### config.mk
export PLATFORM = sky130hd
export DESIGN_NAME = obi_mem_responder
export DESIGN_NICKNAME = d
export VERILOG_FILES = /design/src/rtl/obi_mem_responder.sv
export SDC_FILE = /design/constraint.sdc
export NUM_CORES = 1
export LEC_CHECK = 0
export BUFFER_PORTS_ARGS = -buffer_cell sky130_fd_sc_hd__clkbuf_2
export CORE_MARGIN = 5
export CORE_UTILIZATION = 35
export CTS_BUF_LIST = sky130_fd_sc_hd__clkbuf_16
export CTS_CLUSTER_DIAMETER = 60
export CTS_CLUSTER_SIZE = 16
export DETAILED_ROUTE_END_ITERATION = 16
export GPL_ROUTABILITY_DRIVEN = 0
export GPL_TIMING_DRIVEN = 0
export RECOVER_POWER = 100
export REMOVE_ABC_BUFFERS = 1
export SYNTH_ARGS = -nofsm -noshare
export SYNTH_HDL_FRONTEND = slang
export SYNTH_SLANG_ARGS = --single-unit
### constraint.sdc
create_clock -name clk_i -period 4.5 [get_ports clk_i]
set_input_delay 0.675 -clock clk_i [delete_from_list [all_inputs] [get_ports clk_i]]
set_output_delay 0.675 -clock clk_i [all_outputs]
set_load 0.01 [all_outputs]
### src/rtl/obi_mem_responder.sv
// Protocol-correct OBI memory responder for harnesses around the core.
// Per channel: outstanding count, bounded-stall forcing, sticky core-side error flag.
module obi_mem_responder #(
  parameter int N_CH      = 2,
  parameter int AW        = 32,
  parameter int DW        = 32,
  parameter int MAX_OUT   = 2,
  parameter int MAX_STALL = 3,
  parameter int CW        = $clog2(MAX_OUT + 1)
) (
  input  logic                 clk_i,
  input  logic                 rst_ni,
  input  logic [N_CH-1:0]      req_i,
  input  logic [N_CH*AW-1:0]   addr_i,
  input  logic [N_CH-1:0]      we_i,
  input  logic [N_CH*DW/8-1:0] be_i,
  input  logic [N_CH*DW-1:0]   wdata_i,
  input  logic [N_CH-1:0]      rand_gnt_i,
  input  logic [N_CH-1:0]      rand_rvalid_i,
  input  logic [N_CH*DW-1:0]   rand_rdata_i,
  output logic [N_CH-1:0]      gnt_o,
  output logic [N_CH-1:0]      rvalid_o,
  output logic [N_CH*DW-1:0]   rdata_o,
  output logic [N_CH*CW-1:0]   outstanding_o,
  output logic [N_CH-1:0]      proto_err_o
);

  localparam int BW = DW / 8;
  localparam int SW = (MAX_STALL > 0) ? $clog2(MAX_STALL + 1) : 1;
  localparam logic [CW-1:0] L_MAXO = CW'(MAX_OUT);
  localparam logic [SW-1:0] L_MAXS = SW'(MAX_STALL);
  localparam logic L_FEN = (MAX_STALL != 0);

  for (genvar c = 0; c < N_CH; c++) begin : g_ch
    logic [CW-1:0] r_cnt;
    logic [SW-1:0] r_rs;
    logic [SW-1:0] r_ws;
    logic          r_pend;
    logic          r_err;
    logic [AW-1:0] r_addr;
    logic          r_we;
    logic [BW-1:0] r_be;
    logic [DW-1:0] r_wdata;

    logic [AW-1:0] w_addr;
    logic [BW-1:0] w_be;
    logic [DW-1:0] w_wdata;
    logic          w_req;
    logic          w_acc;
    logic          w_fg;
    logic          w_fr;
    logic          w_gnt;
    logic          w_rv;
    logic          w_diff;
    logic          w_perr;

    assign w_req   = req_i[c];
    assign w_addr  = addr_i[c*AW +: AW];
    assign w_be    = be_i[c*BW +: BW];
    assign w_wdata = wdata_i[c*DW +: DW];

    // A response in the same cycle never frees a slot for the grant.
    assign w_acc = (r_cnt < L_MAXO);
    assign w_fg  = L_FEN & (r_rs == L_MAXS);
    assign w_fr  = L_FEN & (r_ws == L_MAXS);
    assign w_gnt = rst_ni & w_req & w_acc & (rand_gnt_i[c] | w_fg);
    assign w_rv  = rst_ni & (r_cnt != '0) & (rand_rvalid_i[c] | w_fr);

    assign w_diff = (w_addr != r_addr) | (we_i[c] != r_we) |
                    (w_be != r_be) | (w_wdata != r_wdata);
    assign w_perr = r_pend & (~w_req | w_diff);

    always_ff @(posedge clk_i or negedge rst_ni) begin
      if (!rst_ni) begin
        r_cnt   <= '0;
        r_rs    <= '0;
        r_ws    <= '0;
        r_pend  <= 1'b0;
        r_err   <= 1'b0;
        r_addr  <= '0;
        r_we    <= 1'b0;
        r_be    <= '0;
        r_wdata <= '0;
      end else begin
        r_cnt <= r_cnt + CW'(w_gnt) - CW'(w_rv);

        // Held while full: forced responses drain the channel first.
        if (!w_req || w_gnt)
          r_rs <= '0;
        else if (w_acc && r_rs != L_MAXS)
          r_rs <= r_rs + SW'(1);

        if (w_rv || r_cnt == '0)
          r_ws <= '0;
        else if (r_ws != L_MAXS)
          r_ws <= r_ws + SW'(1);

        if (w_perr) begin
          r_err  <= 1'b1;
          r_pend <= 1'b0;
        end else if (w_gnt) begin
          r_pend <= 1'b0;
        end else if (w_req) begin
          r_pend  <= 1'b1;
          r_addr  <= w_addr;
          r_we    <= we_i[c];
          r_be    <= w_be;
          r_wdata <= w_wdata;
        end
      end
    end

    assign gnt_o[c]                 = w_gnt;
    assign rvalid_o[c]              = w_rv;
    assign rdata_o[c*DW +: DW]      = w_rv ? rand_rdata_i[c*DW +: DW] : '0;
    assign outstanding_o[c*CW +: CW] = r_cnt;
    assign proto_err_o[c]           = r_err;
  end

endmodule
==> metrics.md <==
| Metric | Value |
|---|---|
| Status | finished, violations left |
| Failing checks | capacitance limit, slew limit |
| Sw power | 2.27 mW |
| CP Max Fanout | 27 |
| Share of layout cells above drive strength 1 | 0.219 |
| Overflow after GRT | 0 |
| DRT iter0 DRCs | 829 |
| CTS sink cnt | 154 |
| Clock Latency Late Sink | 0.44 ns |
| RSZ-0062 raised after global routing | no |
| Die Width | 201 um |
| Register bit total from synthesis | 154 |
| Iteration count of the initial detailed-routing pass | 5 |
| Global route hottest layer | met2 |
| Initial Util | 0.353 |
| Max Fclk | 243 MHz |
| Slew Viols, Final | 76 |
| Full die area | 0.0405 mm^2 |
| GR Util met2 | 0.329 |
| Slew margin rel. | -0.0213 |
| Critical Path RT | 4.87 ns |
| Hold WS | 0.250 ns |
| Initial antenna violation count | 5 |
| Power Dens Cells | 398 mW/mm^2 |
| Final WS setup | 0.384 ns |
| Syn_area_per_cell | 8.10 um^2 |
| Cells after Synth | 1583 |
| Cell area after layout | 0.0153 mm^2 |
| Most frequent cells in the layout | clkbuf_2, dfrtp_1, nand2_1 |
| Combinational share of power | 0.397 |
| Hold WC Path Type | input port to async pin |
| FF-to-FF End | g_ch[0].r_wdata[27]$_DFFE_PN0P_ |
| Met1 Use GR | 0.250 |
| Leakage | 6.16 nW |
| Clock skew | 0.0122 ns |
| Tot GR Track Use | 0.192 |
| Clock Path Buffers | 2 |
| H-tree Lvls | 4 |
| Critical path type | flop to flop |
| Most common cell after layout, fill and taps aside | clkbuf_2 |
| Mapped cell area | 0.0128 mm^2 |
| Setup-failing EPs final | 0 |
| CTS clk-pin slew, worst paths | 0.06 ns |
| DRC | 0 |
| Total power | 6.10 mW |
| Top post-synthesis cells by area | dfrtp_1, and2_1, a311o_1, o21ai_0, o21ba_2 |
| Fin crit share | 0.915 |
| Worst R2R Setup Slack | 0.38 ns |
| Vias in the first global route | 12500 |
| Synth Warn # | 0 |
| Post-CTS Setup Inserts | 0 |
| Worst Reg-to-Reg Cells | 8 |
| Synth unique cells | 46 |
| CP startpoint kind | flop |
| Clk root buf | clkbuf_16 |
| PortBufs | 283 |
| Area delta synth->final | 19.5% |
| Num CTS Buffers | 17 |
| Seq/Total Area, Yosys | 0.301 |
| Pre-CTS WS | 0.183 ns |
| Min cycle time layout | 4.12 ns |
| TritonCTS clock tree | done |
| Fraction of registers with async set/reset | 1.00 |
| Crit path capture type | flop |
| Met3 usage | 0.0459 |
| Signal arrival time at the worst endpoint | 4.48 ns |
| Largest net degree at the start of global routing | 140 |
| VDD IR-drop max | 266 uV |
| Post-place instance area | 0.0149 mm^2 |
| Ys flop type | dfrtp_1 |
| Maxcap violations | 1 |
| Final net count | 1973 |
| Clock group share of total power | 0.219 |
| Resize count post-CTS | 0 |
| Post-synth EDFFs | 0 |
| Switching share of power | 0.372 |
| Avg WL per Cell | 18.4 um |
| Hold Vio Cnt, Final | 0 |
| Worst r2r src | g_ch[0].r_wdata[27]$_DFFE_PN0P_ |
| Seq pwr share | 0.384 |
| DIE HEIGHT | 201 um |
| Core area | 0.0363 mm^2 |
| Final WL | 41200 um |
| Diode count | 0 |
| Post-synth top area share | 0.301 |
| Post-synth top area cell | dfrtp_1 |
| Actual slew at the worst max-slew pin | 1.53 ns |
| Global-route wire length before repair | 65800 um |
| Floorplan row count | 70 |
| Vias per cell | 5.78 |
| # IOs | 284 |
| Routed Antenna Nets | 0 |
| Vias | 12900 |
| DP Wirelength | 27400 um |
| Pint | 3.83 mW |
| Hold-fix buffers at CTS | 0 |
-- final cells by class --
| type | instances | area, um^2 |
|---|---|---|
| flip-flops and latches | 154 | 3860 |
| multi-input cells | 1228 | 8190 |
| repair buffers | 315 | 2020 |
| well taps | 468 | 586 |
| clock buffers | 17 | 425 |
| fillers | 3638 | 21000 |
| clock inverters | 15 | 88.8 |
| inverters | 39 | 146 |
-- Yosys cell counts, types with 8 or more instances --
cell type,instances
nor2b_1,30
nor3b_1,67
nand2b_1,15
or4_1,71
a221oi_1,60
inv_1,39
nor3_1,11
nand4_1,20
o22ai_1,11
nand3_1,70
and3_1,57
and2_1,127
a21oi_1,68
dfrtp_1,154
o21ba_2,63
nor4_1,14
xnor2_1,63
o211ai_1,9
a311oi_1,9
ha_1,8
xor2_1,36
buf_2,11
clkbuf_1,138
o21ai_0,128
o31ai_1,8
nor2_1,39
nand2_1,138
a311o_1,69
-- how the worst max path moves through the flow --
stage / start / endpoint / slack (ns) / cells past startpoint
6_report: g_ch[0].r_wdata[27]$_DFFE_PN0P_ / g_ch[0].r_wdata[27]$_DFFE_PN0P_ / 0.38 / 8
5_1_grt: g_ch[0].r_wdata[27]$_DFFE_PN0P_ / g_ch[0].r_addr[21]$_DFFE_PN0P_ / 0.25 / 8
4_1_cts: rst_ni / rdata_o[52] / 0.30 / 6
3_5_place_dp: wdata_i[37] / g_ch[1].r_wdata[7]$_DFFE_PN0P_ / 0.18 / 11
3_3_place_gp: rst_ni / g_ch[1].r_addr[16]$_DFFE_PN0P_ / -11.83 / 5
2_1_floorplan: wdata_i[37] / g_ch[1].r_addr[0]$_DFFE_PN0P_ / -1.59 / 6
-- routing by layer --
metal	routed length [um]	vias up
li1	-	6209
met1	18100	6359
met2	20400	315
met3	2210	36
met4	365	10
met5	81	-
-- logic make-up (layout without fill, tap and decap cells) --
group           Yosys count  count (layout)  share of synthesized area
mux                       1               1                   0.000781
buf+inv                 201             386                     0.0633
xor+xnor                 99              99                     0.0677
fa+ha+maj                 8               8                    0.00781
flops                   154             154                      0.301
compound gates          460             460                      0.266
simple gates            660             660                      0.294
-- worst max-delay path, cell delays in order (launching register included) --
cell      delay (ns)
dfrtp_1         0.40
nor2b_1         0.15
a2111o_1        0.39
nor4_1          0.62
nand4_1         0.69
clkbuf_1        0.50
clkbuf_1        0.53
or4_1           0.65
nand3_1         0.10
-- registers in the layout, summed over array words and instances (netlist names) --
name,cells
g_ch.r_wdata,64
g_ch.r_ws,4
g_ch.r_pend,2
g_ch.r_cnt,4
g_ch.r_err,2
g_ch.r_be,8
g_ch.r_addr,64
g_ch.r_rs,4
g_ch.r_we,2
-- power groups by stage --
stage               clock, mW  sequential, mW  combinational, mW
finish                   1.33            2.34               2.42
global route             1.43            2.42               2.70
CTS                      1.38            2.34               2.45
detailed placement          0            2.36               2.44
global placement            0            2.35               2.31
floorplan                   0            2.26               1.79
-- stage by stage --
stage          TNS (ns)  std cells  utilization
3_5_place_dp          0       2204        0.409
2_1_floorplan   -112.82       1421            -
4_1_cts               0       2236        0.423
5_1_grt               0       2236        0.421
6_report              0       2236        0.421
3_3_place_gp   -1430.51       2172        0.389
No activity file was read; power rests on OpenSTA's default activity.
